[config.mk]
export PLATFORM = sky130hd
export DESIGN_NAME = pc_fetch_ctrl
export DESIGN_NICKNAME = d
export VERILOG_FILES = /design/src/rtl/riscv_pkg.sv /design/src/rtl/jalr_target_gen.sv /design/src/rtl/pc_fetch_ctrl.sv
export SDC_FILE = /design/constraint.sdc
export NUM_CORES = 1
export LEC_CHECK = 0
export CORE_ASPECT_RATIO = 0.6
export CORE_MARGIN = 2
export CORE_UTILIZATION = 50
export DETAILED_ROUTE_END_ITERATION = 6
export GPL_ROUTABILITY_DRIVEN = 0
export PLACE_DENSITY = 0.92
export RECOVER_POWER = 50
export SYNTH_ARGS = -nofsm -noshare
export SYNTH_HDL_FRONTEND = slang
export SYNTH_SLANG_ARGS = --single-unit
export TNS_END_PERCENT = 10
[constraint.sdc]
create_clock -name clk_i -period 6.8 [get_ports clk_i]
set_clock_uncertainty 0.15 [all_clocks]
set_input_delay 1.7 -clock clk_i [delete_from_list [all_inputs] [get_ports clk_i]]
set_output_delay 1.7 -clock clk_i [all_outputs]
set_load 0.005 [all_outputs]
[src/rtl/riscv_pkg.sv]
// rtl/riscv_pkg.sv - shared widths, reset address and fetch FSM state encoding
package riscv_pkg;

   localparam int XLEN = 32;
   localparam logic [XLEN-1:0] RESET_PC = 32'h0000_0000;
   localparam int ILEN_BYTES = 4;

   typedef enum logic [1:0] {
      BOOT = 2'd0,
      RUN  = 2'd1,
      HALT = 2'd2
   } pc_state_t;

endpackage

[src/rtl/jalr_target_gen.sv]
// rtl/jalr_target_gen.sv - JALR target: rs1 + imm with bit 0 forced to zero
module jalr_target_gen #(
   parameter int XLEN = 32
) (
   input  logic [XLEN-1:0] base_i,
   input  logic [XLEN-1:0] imm_i,
   output logic [XLEN-1:0] tgt_o
);

   logic [XLEN-1:0] sum;

   // Modular add, then clear the LSB so odd sums land on a halfword boundary
   always_comb begin
      sum   = base_i + imm_i;
      tgt_o = sum & ~XLEN'(1);
   end

endmodule

[src/rtl/pc_fetch_ctrl.sv]
// rtl/pc_fetch_ctrl.sv - PC register, next-PC select and fetch request handshake
module pc_fetch_ctrl #(
   parameter int XLEN = riscv_pkg::XLEN,
   parameter logic [XLEN-1:0] RESET_PC = riscv_pkg::RESET_PC
) (
   input  logic            clk_i,
   input  logic            rst_i,
   input  logic            stall_i,
   input  logic            branch_taken_i,
   input  logic [XLEN-1:0] branch_target_i,
   input  logic            jalr_i,
   input  logic [XLEN-1:0] jalr_base_i,
   input  logic [XLEN-1:0] jalr_imm_i,
   output logic            fetch_valid_o,
   input  logic            fetch_ready_i,
   output logic [XLEN-1:0] fetch_addr_o,
   output logic [XLEN-1:0] pc_plus4_o,
   output logic            misaligned_o,
   output logic            halted_o
);

   import riscv_pkg::*;

   localparam logic [XLEN-1:0] STEP = XLEN'(ILEN_BYTES);

   pc_state_t       state_q;
   logic [XLEN-1:0] pc_q, pc_d;
   logic [XLEN-1:0] pend_tgt_q, pend_tgt_d;
   logic            pending_q, pending_d;
   logic            misaligned_q;

   logic [XLEN-1:0] jalr_tgt;
   logic [XLEN-1:0] redir_tgt;
   logic            redir;
   logic            redir_bad;
   logic            fetch_valid;
   logic            acc;

   jalr_target_gen #(
      .XLEN (XLEN)
   ) u_jalr_target_gen (
      .base_i (jalr_base_i),
      .imm_i  (jalr_imm_i),
      .tgt_o  (jalr_tgt)
   );

   // Pick the redirect source (JALR beats branch) and flag a misaligned target
   always_comb begin
      redir     = jalr_i | branch_taken_i;
      redir_tgt = jalr_i ? jalr_tgt : branch_target_i;
      redir_bad = redir & redir_tgt[1];
   end

   // Request only in RUN; a stall drops the request in the same cycle
   always_comb begin
      fetch_valid = (state_q == RUN) & ~stall_i;
      acc         = fetch_valid & fetch_ready_i;
   end

   // Next-PC selection: redirects win, a parked redirect retires once the
   // in-flight request is accepted or withdrawn, otherwise advance on accept
   always_comb begin
      pc_d       = pc_q;
      pending_d  = pending_q;
      pend_tgt_d = pend_tgt_q;
      if (state_q == RUN) begin
         if (redir_bad) begin
            pending_d = 1'b0;
         end else if (redir) begin
            if (acc || !fetch_valid) begin
               pc_d      = redir_tgt;
               pending_d = 1'b0;
            end else begin
               pending_d  = 1'b1;
               pend_tgt_d = redir_tgt;
            end
         end else if (pending_q && (acc || !fetch_valid)) begin
            pc_d      = pend_tgt_q;
            pending_d = 1'b0;
         end else if (acc) begin
            pc_d = pc_q + STEP;
         end
      end else begin
         pending_d = 1'b0;
      end
   end

   // Fetch FSM plus PC/pending registers; fault pulse is registered here
   always_ff @(posedge clk_i) begin
      if (rst_i) begin
         state_q      <= BOOT;
         pc_q         <= RESET_PC;
         pending_q    <= 1'b0;
         pend_tgt_q   <= '0;
         misaligned_q <= 1'b0;
      end else begin
         pc_q         <= pc_d;
         pending_q    <= pending_d;
         pend_tgt_q   <= pend_tgt_d;
         misaligned_q <= 1'b0;
         case (state_q)
            BOOT: state_q <= RUN;
            RUN: begin
               if (redir_bad) begin
                  state_q      <= HALT;
                  misaligned_q <= 1'b1;
               end
            end
            HALT: state_q <= HALT;
            default: state_q <= BOOT;
         endcase
      end
   end

   // Output drive; the PC register is the fetch address
   always_comb begin
      fetch_valid_o = fetch_valid;
      fetch_addr_o  = pc_q;
      pc_plus4_o    = pc_q + STEP;
      misaligned_o  = misaligned_q;
      halted_o      = (state_q == HALT);
   end

endmodule

Yosys cells after proc, flatten, opt, wreduce, memory -nomap -nowiden
Index checks and enable logic that the tools add are counted.
{ "classes": {"eq_ne": 4, "add_sub_neg": 2, "bitwise": 8, "n_reduce_logical": 10, "mux": 11} }
{ "ops": {"columns": ["cell", "n"], "rows": [
  ["$mux W32", 5],
  ["$add A32 B3 Y32 const B", 1],
  ["$add A32 B32 Y32", 1],
  ["$reduce_and A4 Y1", 2],
  ["$pmux W2 S3", 1],
  ["$mux W1", 4],
  ["$not A1 Y1", 4],
  ["$and A1 B1 Y1", 3],
  ["$reduce_bool A3 Y1", 1],
  ["$reduce_or A3 Y1", 1],
  ["$eq A2 B1 Y1 const B", 1],
  ["$eq A2 B2 Y1 const B", 1],
  ["$logic_not A2 Y1", 1],
  ["$mux W2", 1],
  ["$ne A2 B1 Y1 const B", 1],
  ["$ne A2 B2 Y1 const B", 1],
  ["$reduce_bool A2 Y1", 1],
  ["$reduce_or A2 Y1", 1],
  ["$logic_and A1 B1 Y1", 1],
  ["$logic_not A1 Y1", 1],
  ["$logic_or A1 B1 Y1", 1],
  ["$or A1 B1 Y1", 1]
]} }
{ "totals": {"inputBits": 102, "out_inout_bits": 67, "reg_bits": 68, "elab_cells": 40} }

Logic depth before layout (Yosys ltp)
Gate-level depths: netlist of run 1.
{ "depth": {"word_depth": 7, "ltp_mapped": 11, "ltp_nobuf": 10} }

By module
From an unflattened synthesis of run 1, not the netlist that was laid out.
{ "unflattened": {"hier_cells": 795, "area_unflattened_um2": 6185.9} }
{ "modules_own_cells": {"columns": ["mod", "cells_per_inst", "area_per_inst_um2", "n_inst", "seq_area_each_um2"], "rows": [
  ["pc_fetch_ctrl", 556, 4410.5, 1, 1361.3],
  ["jalr_target_gen", 239, 1775.5, 1, 0.0]
]} }

Least setup slack after synthesis of run 1
Ideal clock, no wire load.
{ "synth_timing": {"kind": "input to register", "startpoint": "in jalr_base_i[8]", "endpoint": "reg pend_tgt_q[31]", "setup_time_ps": 122, "n_path_buf": 1, "required_time_ps": 6528, "path_slack_ps": 2736, "arrival_time_ps": 3792, "path_stages": 10, "cell_sequence": "ha_1 buf_2 nand3_1 or3b_1 a311o_1 nand3_1 a21oi_1 o311ai_1 a31oi_1 a311o_1"} }
{ "synth_between": {"elab_chain_len": 2} }
{ "synth_lines": {"columns": ["item", "line_no", "rtl"], "rows": [
  ["start: declaration", "pc_fetch_ctrl.sv:12", "input logic [XLEN-1:0] jalr_base_i,"],
  ["$add A32 B32 Y32", "jalr_target_gen.sv:14", "sum = base_i + imm_i;"],
  ["$mux W32", "pc_fetch_ctrl.sv:50", "redir_tgt = jalr_i ? jalr_tgt : branch_target_i;"],
  ["end signal: assignment", "pc_fetch_ctrl.sv:99", "pend_tgt_q <= pend_tgt_d;"],
  ["end: declaration", "pc_fetch_ctrl.sv:28", "logic [XLEN-1:0] pend_tgt_q, pend_tgt_d;"]
]} }
No other way between the ends.
A chain may end at the register's enable or synchronous reset.

==> results of run 1 <==
-- placed cells by master, fill, tap and decap left out, types with 18 or more instances in the layout --
master	instances
sky130_fd_sc_hd__a211oi_1	18
sky130_fd_sc_hd__a21oi_1	90
sky130_fd_sc_hd__clkdlybuf4s50_1	115
sky130_fd_sc_hd__dfxtp_1	68
sky130_fd_sc_hd__dlygate4sd3_1	51
sky130_fd_sc_hd__ha_1	34
sky130_fd_sc_hd__inv_1	24
sky130_fd_sc_hd__mux2i_1	19
sky130_fd_sc_hd__nand2_1	74
sky130_fd_sc_hd__nand3_1	32
sky130_fd_sc_hd__nand4_1	18
sky130_fd_sc_hd__nor2_1	87
sky130_fd_sc_hd__nor3_1	25
sky130_fd_sc_hd__o21ai_0	66
sky130_fd_sc_hd__xnor2_1	28
sky130_fd_sc_hd__xor2_1	22
-- layout make-up --
cell class | count | area (µm²)
clock buffers | 13 | 260
well taps | 160 | 200
flip-flops and latches | 68 | 1360
multi-input cells | 673 | 4230
inverters | 24 | 90.1
clock inverters | 2 | 10.0
repair buffers | 178 | 1740
fillers | 953 | 3520
-- power groups by stage --
stage               Clock [mW]  Sequential (mW)  Combinational [mW]
global route             0.456            0.536               0.787
finish                   0.433            0.529               0.728
global placement             0            0.533               0.719
CTS                      0.434            0.528               0.742
floorplan                    0            0.517               0.392
detailed placement           0            0.535               0.734
-- worst reg2reg max path: cells and delay by family, from the launching register on --
family	cells	cell delay [ns]
AND/OR/NAND/NOR	2	0.16
AO/OA/AOI/OAI	3	1.80
flip-flops	1	0.31
adder cells (fa/ha/maj)	1	0.25
buffers and inverters	2	0.52
-- worst paths after layout --
kind                       from                to  slack (ns)  depth (start not counted)
setup / recovery          rst_i    pend_tgt_q[31]        1.24                          5
hold / removal    pend_tgt_q[1]     pend_tgt_q[1]        0.29                          2
setup reg to reg     state_q[1]  fetch_addr_o[26]        3.49                          8
hold reg to reg   pend_tgt_q[1]     pend_tgt_q[1]        0.29                          2
-- metrics by stage --
step                      instances  worst slack, ns  hold slack [ns]   util  total power [mW]
after floorplan                 820             2.74            0.275      -             0.910
after global placement         1103             1.77            0.285  0.670              1.25
after detailed placement       1103             1.70            0.290  0.670              1.27
after CTS                      1118             1.73            0.298  0.694              1.70
after global routing           1118             1.16            0.324  0.691              1.78
final                          1118             1.24            0.294  0.691              1.69
-- sequential cells by signal, indices dropped and copies added (netlist names) --
name          cells
state_q           2
misaligned_o      1
fetch_addr_o     32
pend_tgt_q       32
pending_q         1
-- kinds of logic (layout without fill, tap and decap cells) --
logic type               after synthesis  in the layout  synth area share
flip-flops                            68             68             0.231
AND/OR/NAND/NOR                      298            298             0.244
adder cells (fa/ha/maj)               35             35            0.0755
buffers and inverters                 79            217            0.0519
multiplexers                          22             22            0.0379
AO/OA/AOI/OAI                        268            268             0.286
XOR/XNOR                              50             50            0.0742
-- metal layers --
layer,global-route usage,vias up,share of wire
li1,-,3281,-
met1,0.450,3287,0.41
met2,0.502,565,0.42
met3,0.0979,60,0.15
met4,0.0830,0,0.025
met5,0,-,0
==> results.json, run 1 <==
{
  "detailedRoute.firstPassIterationCount": 7,
  "ir_drop_mv": 0.152,
  "synth.cell_area_um2": 5900,
  "post-route-min-period_ns": 5.56,
  "drv_slew": 56,
  "syn_inst": 820,
  "power_switching_mw": 0.623,
  "worst-setup-path-type": "input pin to flip-flop",
  "post_dr_vias_cell": 6.43,
  "clock_sink_count": 68,
  "tns_ns": 0,
  "clock_tree.root_cell": "sky130_fd_sc_hd__clkbuf_16",
  "endpoint_kind": "flip-flop",
  "grt_antenna_before_repair": 0,
  "clkLatencyLatePin_ns": 0.34,
  "grt_max_degree": 57,
  "max_stage_delay_ns": 1.51,
  "cts-buffers-inserted": 9,
  "finalSetupViolations": 0,
  "cts_buffer_depth": 2,
  "cts_tree": "yes",
  "area.growth.synth_to_final_pct": 33.7,
  "synthesis.nets": 957,
  "timing.max_cap.violations": 2,
  "final_layout_size_suffix_gt1_frac": 0.0397,
  "critPathArrivalTime_ns": 5.63,
  "grt_setup_unrepaired": "false",
  "p_leak_nw": 3.24,
  "cp_cell_sequence": "dlygate4sd3_1, clkbuf_1, inv_1, and3_1, a311o_1",
  "routedWlPerCell_um": 18.6,
  "async_s_r_ff_share_synth": 0,
  "synth-edff-count": 0,
  "final_min_period_over_clock_period": 0.817,
  "synth_cell_type_count": 64,
  "share_of_total_power_in_sequential_cells": 0.313,
  "seq_area_frac_synth": 0.231,
  "yosys.cell_count.top_type": "sky130_fd_sc_hd__a21oi_1",
  "synth_top_flop_cell": "sky130_fd_sc_hd__dfxtp_1",
  "status": "finished with violations",
  "family_of_cells_with_the_greatest_summed_delay_on_the_critical_path": "buffers and inverters",
  "critPathRequiredTime_ns": 6.87,
  "routed-via-count": 7193,
  "htree_levels": 3,
  "grt_first_pass_wirelength_um": 32700,
  "violations_in_the_final_reports": "DRC, capacitance limit, slew limit",
  "final-hold-violation-count": 0,
  "post-cts-setup-buffer-count": 0,
  "power.density_cell_area_nw_per_um2": 214,
  "first_global_vias": 6567,
  "global_route.overflow_total": 0,
  "row_count": 30,
  "post_synth.cell_area_avg_um2": 7.20,
  "io-pin-count": 169,
  "timing.critical_path.fanout_max": 41,
  "power.share.clock": 0.256,
  "drt_drc_violations_left": 14,
  "cellInternalPower_mw": 1.07,
  "netlist_top_cells_count": "sky130_fd_sc_hd__a21oi_1 (90), sky130_fd_sc_hd__nor2_1 (87), sky130_fd_sc_hd__nand2_1 (74)",
  "cts.hold.buffers_added": 0,
  "netlist_top_cells_area": "sky130_fd_sc_hd__dfxtp_1 (23%), sky130_fd_sc_hd__a21oi_1 (7.6%), sky130_fd_sc_hd__ha_1 (7.2%)",
  "worst-path-buf-inv": 3,
  "worst_pin_slew_ns": 2.12,
  "buffer_ports.inserted": 168,
  "final_antenna_net_count": 0,
  "synth-warning-count": 0,
  "wl_um": 20800,
  "post-synth-top-area-fraction": 0.231,
  "critical_path.slowest_cell": "sky130_fd_sc_hd__clkbuf_1",
  "grt_usage": 0.326,
  "layout.cell_area.non_filler_um2": 7890,
  "drt_first_iter_violations": 942,
  "comb_power_share": 0.431,
  "placed_cell_areas_um2": 7640,
  "hpwlAfterDp_um": 15200,
  "timing.max_slew.rel_slack": -0.415,
  "hold_path.class": "flip-flop to flip-flop",
  "initial_standard_cell_utilization_of_the_core": 0.517,
  "worst_setup_path_start_kind": "input pin",
  "die-height_um": 88.2,
  "dieArea_um2": 12700,
  "swShare": 0.368,
  "ys_ff_latch": 68,
  "die_w_um": 144,
  "antenna_cells_inserted": 0,
  "cts_resized": 0,
  "clk_pin_slew_worst_paths_ns": 0.05,
  "layout.nets": 1091,
  "fp.coreArea_um2": 11400,
  "maxClockFrequency_mhz": 180,
  "synth_largest_area_cell": "sky130_fd_sc_hd__dfxtp_1"
}
Note: power is estimated with default switching activity, not from simulation.
==> run 2, diff against run 1 <==
- CORE_UTILIZATION: 50 -> 49
- PLACE_DENSITY: 0.92 -> 0.91
- clock period: 6.8 -> 5.57 ns (I/O delays scaled with it)
==> run 2 against run 1 <==
The flow now finishes without violations; sequential share of layout area is 0.17 points lower; register-to-register slack worse by 0.97 ns; power grew 29%; non-clock buffer count fell by 2.
==> results.json, run 2 (same netlist as run 1, synthesis figures left out) <==
{
  "status": "finished, final reports clean",
  "cts_resized": 0,
  "timing.max_slew.rel_slack": 0.0337,
  "worst-setup-path-type": "input pin to flip-flop",
  "layout_common_cells": "sky130_fd_sc_hd__clkdlybuf4s50_1 (115), sky130_fd_sc_hd__a21oi_1 (90), sky130_fd_sc_hd__nor2_1 (87)",
  "critPathRequiredTime_ns": 5.65,
  "grt_antenna_before_repair": 0,
  "clock_tree.root_cell": "sky130_fd_sc_hd__clkbuf_16",
  "multiInputGateArea_um2": 4240,
  "antenna_cells_inserted": 0,
  "layout.nets": 1089,
  "fin_hold_ws_ns": 0.308,
  "final_min_period_over_clock_period": 0.882,
  "clk_pin_slew_worst_paths_ns": 0.06,
  "min_delay_path_depth": 2,
  "endpoint_kind": "flip-flop",
  "worst_r2r_path_depth": 7,
  "worst_setup_path_start_kind": "input pin",
  "dieArea_um2": 13000,
  "wl_um": 20900,
  "post_dr_vias_cell": 6.39,
  "area.growth.synth_to_final_pct": 35.0,
  "fp.coreArea_um2": 11500,
  "detailedRoute.firstPassIterationCount": 5,
  "drv_slew": 0,
  "cts_buffer_depth": 2,
  "routedWlPerCell_um": 18.7,
  "timing.max_cap.violations": 0,
  "power.density_cell_area_nw_per_um2": 273,
  "worst_hold_startpoint": "pend_tgt_q[0]",
  "htree_levels": 3,
  "final-hold-violation-count": 0,
  "final.fill_count": 928,
  "first_global_vias": 6475,
  "p_leak_nw": 3.27,
  "crit-reg2reg-launch": "state_q[1]",
  "grt_setup_unrepaired": "false",
  "post-route-min-period_ns": 4.91,
  "hpwlAfterDp_um": 15400,
  "whs_endpoint": "pend_tgt_q[0]",
  "die_w_um": 146,
  "timing.critical_path.fanout_max": 30,
  "critPathArrivalTime_ns": 4.99,
  "critical_path.reg2reg.endpoint": "fetch_addr_o[11]",
  "io-pin-count": 169,
  "finalSetupViolations": 0,
  "maxClockFrequency_mhz": 204,
  "cts-buffers-inserted": 9,
  "cts_tree": "yes",
  "row_count": 30,
  "die-height_um": 89.0,
  "hold_path.class": "flip-flop to flip-flop",
  "clkLatencyLatePin_ns": 0.34,
  "r2r_slack_ns": 2.52,
  "mostFrequentLayoutCell": "sky130_fd_sc_hd__clkdlybuf4s50_1",
  "drt_first_iter_violations": 877,
  "drt_drc_violations_left": 0,
  "grt_usage": 0.318,
  "tns_ns": 0,
  "ff_latch_area_um2": 1360,
  "global_route.overflow_total": 0,
  "grt_first_pass_wirelength_um": 33100,
  "buffer_ports.inserted": 168,
  "ir_drop_mv": 0.215,
  "final_antenna_net_count": 0,
  "clock_sink_count": 68,
  "final_layout_size_suffix_gt1_frac": 0.0439,
  "cts.hold.buffers_added": 0,
  "post-cts-setup-buffer-count": 0,
  "initial_standard_cell_utilization_of_the_core": 0.512,
  "routed-via-count": 7142,
  "grt_max_degree": 57,
  "worst_pin_slew_ns": 1.45
}
run 2: cell count changes in the layout (fill, tap and decap cells not counted), sizes merged:
cell	delta
bufinv	+2
buf	-1
clkinv	-1
clkinvlp	+2
clkbuf	-3
run 2: worst max-delay path by stage:
| stage | startpoint | endpoint | slack, ns | depth (start not counted) |
|---|---|---|---|---|
| 2_1_floorplan | jalr_base_i[8] | pend_tgt_q[31] | 1.81 | 10 |
| 3_3_place_gp | jalr_base_i[0] | fetch_addr_o[26] | 0.93 | 12 |
| 3_5_place_dp | jalr_base_i[0] | fetch_addr_o[26] | 0.78 | 12 |
| 4_1_cts | fetch_addr_o[2] | pc_plus4_o[31] | 0.86 | 6 |
| 5_1_grt | jalr_base_i[0] | fetch_addr_o[26] | 0.49 | 10 |
| 6_report | jalr_base_i[0] | fetch_addr_o[11] | 0.66 | 9 |
run 2: worst max-delay path, cell delays in order:
cell and delay (ns):
sky130_fd_sc_hd__dlygate4sd3_1 0.56, sky130_fd_sc_hd__and2_0 0.18, sky130_fd_sc_hd__fa_1 0.54, sky130_fd_sc_hd__nand2_1 0.15
sky130_fd_sc_hd__o211ai_1 0.30, sky130_fd_sc_hd__a211oi_2 0.25, sky130_fd_sc_hd__clkbuf_1 1.08, sky130_fd_sc_hd__o21ai_0 0.23
sky130_fd_sc_hd__o221a_2 0.30
run 2: final cells by class:
type / count / share of cell area
flip-flops and latches: 68 / 0.171
clock inverters: 5 / 0.0105
multi-input cells: 673 / 0.532
well taps: 160 / 0.0251
inverters: 24 / 0.0113
repair buffers: 176 / 0.218
clock buffers: 11 / 0.0317
run 2: per-stage QoR:
stage                     utilization  total power [mW]  std cells  instance area [µm²]  setup WS [ns]
final                           0.692              2.18       1117                 7970          0.658
after global routing            0.692              2.28       1117                 7970          0.491
after CTS                       0.692              2.19       1117                 7980          0.861
after detailed placement        0.663              1.55       1101                 7640          0.781
after global placement          0.663              1.53       1101                 7640          0.935
after floorplan                     -              1.11        820                 5900           1.81
run 2: report_power, final:
part	leakage, nW	internal, mW	switching, mW	total [mW]
combinational	2.56	0.429	0.461	0.890
sequential	0.551	0.552	0.0914	0.644
clock	0.158	0.417	0.224	0.641
total	3.27	1.40	0.777	2.18
run 2: per-layer routing:
layer | wire, µm | GRT usage | vias to the layer above | share of wire
met5 | 0 | 0 | - | 0
met4 | 617 | 0.122 | 0 | 0.029
met3 | 3050 | 0.0908 | 68 | 0.15
met2 | 8720 | 0.490 | 552 | 0.42
met1 | 8560 | 0.427 | 3238 | 0.41
li1 | - | - | 3284 | -
==> run 3, diff against run 2 <==
- CAP_MARGIN: default -> 20
- SLEW_MARGIN: default -> 20
==> results of run 3 <==
The final DEF is identical to that of run 2; final timing and power are the same.
==> RTL edit 1: new RTL, flow settings as in run 3 <==
The 3 states of `pc_state_t` get a one-hot encoding in 3 bits.
--- a/src/rtl/riscv_pkg.sv
+++ b/src/rtl/riscv_pkg.sv
@@ -5,10 +5,10 @@
    localparam logic [XLEN-1:0] RESET_PC = 32'h0000_0000;
    localparam int ILEN_BYTES = 4;
 
-   typedef enum logic [1:0] {
-      BOOT = 2'd0,
-      RUN  = 2'd1,
-      HALT = 2'd2
+   typedef enum logic [2:0] {
+      BOOT = 3'b001,
+      RUN  = 3'b010,
+      HALT = 3'b100
    } pc_state_t;
 
 endpackage
Function: same outputs for any inputs over 4 cycles, from zero or initial values and one cycle with rst_i high; so few cycles prove little.
==> RTL edit 1 against run 3 <==
  * Synthesized cell count shrank 6.7%
  * Routed wire length shrank 7.3%
  * Power shrank 24%
  * Sequential cell count grew 1
  * Final area shrank 2.2%
  * Setup slack gained 450 ps
  * Synthesized area shrank 2.1%
  * The run now ends with max-capacitance violations, max-slew violations left
==> RTL edit 1: results (changes against run 3) <==
Status
  – Status: finished, violations left
  – Failing checks: max-capacitance violations, max-slew violations

Clock network
  – CTS max path bufs: 2 (unchanged)
  – TritonCTS buffer count: 9 (unchanged)
  – Clock Latency Late Sink: 340 ps (about the same)
  – Clock slew at reported path FFs: 60 ps (about the same)
  – Setup Fix Bufs, Post-CTS: 0 (unchanged)
  – H-tree levels: 3 (unchanged)

Placement
  – # port buffers: 168 (unchanged)
  – HPWL after DPL: 14.4 mm (-6.5%)

Power
  – Leak: 3.09 nW (-5.6%)
  – Maximum vdd ir drop: 0.170 mV (-21%)

Logic synthesis
  – Fraction of the yosys area taken by sequential cells: 0.239 (+0.00841)
  – Largest cells by area after synthesis: dfxtp_1 24%, ha_1 6.7%, nor2_1 6.7%
  – Most frequent cells after synthesis: 103 x nor2_1, 71 x nand2_1, 69 x dfxtp_1
  – Synth warn: 0 (unchanged)
  – Syn nets: 899 (-6.1%)
  – Most frequent cell after synthesis: nor2_1
  – Ys async rst share: 0 (unchanged)
  – Post-synth cell types: 68 (+6.3%)
  – Yosys top cell by area: dfxtp_1

STA
  – Worst slew pin tran: 2460 ps (+1010 ps)
  – Max-slew violation count: 53 (+53)

Setup path
  – Worst reg2reg startpoint: fetch_addr_o[2]
  – WP data arrival: 4440 ps (-550 ps)
  – Crit-path max FO: 53 (+77%)
  – CP Launch Point: jalr_base_i[0]

GRT
  – Largest net degree at the start of global routing: 63 (+11%)
  – First-pass GRT wire length: 30.5 mm (-7.9%)
  – Vias in the first global route: 5990 (-7.5%)
  – GRT Total Usage: 0.306 (-0.0117)
  – Antenna violations before repair: 0 (unchanged)

Layout
  – N_diodes: 0 (unchanged)
  – Fillers: 961 (+3.6%)
  – Share of cells above drive strength 1: 0.0606 (+0.0168)
  – Nets@finish: 1036 (-4.9%)

Detailed routing
  – Drt first pass iters: 6 (+1)
  – Drt via density: 6.18 (-3.4%)
  – Routed wire length: 19.4 mm (-7.3%)
  – DRT iter0 DRCs: 789 (-10%)

Job
  – Maxcap violations: 1 (+1)

Worst hold path
  – Hold Path Class: flop to flop
  – HP Start: pend_tgt_q[0]
## RTL edit 1: changes by cell type after synthesis, sizes merged, moves of 8 or more
| cell | change |
|---|---|
| o21ai | -36 |
| a21oi | -35 |
| a311oi | +24 |
| clkbuf | -22 |
| buf | +18 |
| nor2 | +17 |
| nand2b | +13 |
| inv | -11 |
| xnor2 | +11 |
| o31a | -8 |
| xor2 | -8 |
## RTL edit 1: layout make-up
type	instances	area, µm²	share of cell area
multi-input combinational	632	4120	0.529
timing repair buffer	177	1730	0.222
sequential	69	1380	0.177
clock buffer	12	267	0.0342
tap	160	200	0.0257
inverter	13	48.8	0.00626
clock inverter	4	45.0	0.00578
## RTL edit 1: metrics by stage
step | worst slack [ps] | hold WS [ps] | std cells | area [µm²] | util
CTS | 1210 | 305 | 1067 | 7820 | 0.685
finish | 1110 | 313 | 1067 | 7800 | 0.683
global placement | 1130 | 289 | 1051 | 7510 | 0.658
floorplan | 1770 | 277 | 765 | 5780 | -
global route | 929 | 342 | 1067 | 7800 | 0.683
detailed placement | 1090 | 302 | 1051 | 7510 | 0.658
## RTL edit 1: cells by family after synthesis
kind of cell             Yosys count  synth area share
AND/OR/NAND/NOR                  307             0.255
AO/OA/AOI/OAI                    211             0.254
flip-flops                        69             0.239
buffers and inverters             64            0.0481
XOR/XNOR                          53            0.0816
adder cells (fa/ha/maj)           32            0.0706
multiplexers                      29            0.0522
## RTL edit 1: worst max-delay path: stages
cell and delay [ps]:
dlygate4sd3_1 550, and2_0 170, fa_1 540, a22oi_1 360, nand3_1 280, nor3_4 240, buf_4 500, o21ai_0 190
o22ai_1 140, nor2_1 60
## RTL edit 1: report_power, final
| part | internal [W] | total, W | switching [W] |
|---|---|---|---|
| registers | 0.000513 | 0.000538 | 0.0000254 |
| logic | 0.000245 | 0.000512 | 0.000267 |
| clock network | 0.000381 | 0.000597 | 0.000217 |
| total | 0.00114 | 0.00165 | 0.000509 |
## RTL edit 1: final timing paths
path                       to  slack [ps]  cells after the start
max            pend_tgt_q[19]        1110                     10
max reg2reg  fetch_addr_o[18]        2650                      8
min reg2reg     pend_tgt_q[0]         310                      2
min             pend_tgt_q[0]         310                      2
## RTL edit 1: metal layers
layer  part of all wire  vias to the layer above  wire, µm  global-route usage
met5                  0                        -         0                   0
met4              0.015                        0       297              0.0706
met3               0.14                       40      2660              0.0749
met2               0.43                      454      8420               0.484
met1               0.41                     3013      8040               0.426
li1                   -                     3085         -                   -
==> RTL edit 2: new RTL, config.mk and constraints of run 3 <==
Without the edit above. `XLEN` is set to 32 in 2 places; all go to 16.
--- a/src/rtl/riscv_pkg.sv
+++ b/src/rtl/riscv_pkg.sv
@@ -1,7 +1,7 @@
 // rtl/riscv_pkg.sv - shared widths, reset address and fetch FSM state encoding
 package riscv_pkg;
 
-   localparam int XLEN = 32;
+   localparam int XLEN = 16;
    localparam logic [XLEN-1:0] RESET_PC = 32'h0000_0000;
    localparam int ILEN_BYTES = 4;
 
--- a/src/rtl/jalr_target_gen.sv
+++ b/src/rtl/jalr_target_gen.sv
@@ -1,6 +1,6 @@
 // rtl/jalr_target_gen.sv - JALR target: rs1 + imm with bit 0 forced to zero
 module jalr_target_gen #(
-   parameter int XLEN = 32
+   parameter int XLEN = 16
 ) (
    input  logic [XLEN-1:0] base_i,
    input  logic [XLEN-1:0] imm_i,
Ports: changed (5 resized); port bits go from 169 to 89. The function was not compared with the original's and may differ.
==> RTL edit 2 against run 3 <==
  * Non-clock buffer count is 83 lower
  * Power shrank 56%
  * Sequential cell count shrank 32
  * Largest cell class unchanged
  * Synthesized area shrank 49%
  * Final area shrank 50%
  * Highest routed layer unchanged
  * Setup slack gained 580 ps
  * Sequential share of layout area up 0.99 points
  * Largest power group unchanged
  * Register-to-register slack better by 460 ps
  * Routed wire length down 55%
  * Synthesized cell count fell by 51%
  * Count of clock-buffer cells in the layout fell by 5
  * Clock power is 64% lower
  * Sequential power is 50% lower
==> RTL edit 2: results (changes against run 3) <==
Power
  – Leak: 1.56 nW (-52%)
  – Power Internal: 0.000618 W (-56%)
  – Maximum vdd ir drop: 0.152 mV (-29%)

Detailed routing
  – Metal2 WL: 4.03 mm (-54%)
  – Drt wl/cell: 17.0 µm (-9.3%)
  – Metal3 WL: 1.20 mm (-61%)

Clock network
  – Clock slew at reported path FFs: 80 ps (+20 ps)
  – TritonCTS buffer count: 5 (-4)

Layout
  – Share of cells above drive strength 1: 0.0441 (+0.000230)
  – Area grow syn2layout: 32.7%
  – Multi-input logic area: 2100 µm² (-50%)
  – ClkCell Share: 0.0270 (-0.0153)
  – FFs & Latches: 36 (-47%)
  – Clkbuf count: 6 (-5)
  – Buffering overhead: 0.227 (+0.00909)
  – Fillers: 496 (-47%)

Setup path
  – Crit-path max cell delay: 550 ps (-530 ps)
  – R2R setup slack: 2980 ps (+460 ps)
  – Crit-path max FO: 12 (-60%)
  – WP data arrival: 4300 ps (-690 ps)

Logic synthesis
  – Largest cells by area after synthesis: dfxtp_1 24%, ha_1 7.5%, a21oi_1 7.0%
  – Post-synth cell types: 61 (-4.7%)
  – Most frequent cells after synthesis: 42 x a21oi_1, 40 x nand2_1, 36 x dfxtp_1
  – Syn_area_per_cell: 7.47 µm² (+3.8%)
  – Syn nets: 475 (-50%)

GRT
  – Vias in the first global route: 3153 (-51%)
  – Met2 GRT Util: 0.431 (-0.0587)
  – Largest net degree at the start of global routing: 27 (-53%)
  – First-pass GRT wire length: 15.1 mm (-54%)
  – Met3 usage: 0.0926 (+0.00174)

Status
  – Status: finished, final reports clean

STA
  – Worst slew pin tran: 1180 ps (-268 ps)

Worst hold path
  – Worst Hold End: pend_tgt_q[1]

Floorplanning
  – Core box area: 6030 µm² (-48%)

Placement
  – DP Worst Slack: 1250 ps (+465 ps)
==> RTL edit 2: worst max-delay path by stage <==
| stage | endpoint | start | cells after the start |
|---|---|---|---|
| after floorplan | pend_tgt_q[11] | jalr_base_i[0] | 9 |
| after global placement | pend_tgt_q[11] | jalr_base_i[0] | 9 |
| after detailed placement | pend_tgt_q[11] | jalr_base_i[0] | 9 |
| after CTS | fetch_valid_o | stall_i | 3 |
| after global routing | pend_tgt_q[13] | jalr_base_i[0] | 9 |
| final | fetch_addr_o[11] | jalr_base_i[0] | 10 |
==> RTL edit 2: logic make-up (layout without fill, tap and decap cells) <==
group,Yosys count,count (layout),share of synthesized area
AOI/OAI and AO/OA,130,130,0.277
buffers and inverters,39,113,0.0541
DFF,36,36,0.240
xor gates and xnor gates,22,22,0.0641
adders and majority gates,19,19,0.0816
and+or+nand+nor,145,145,0.245
muxes,11,11,0.0375
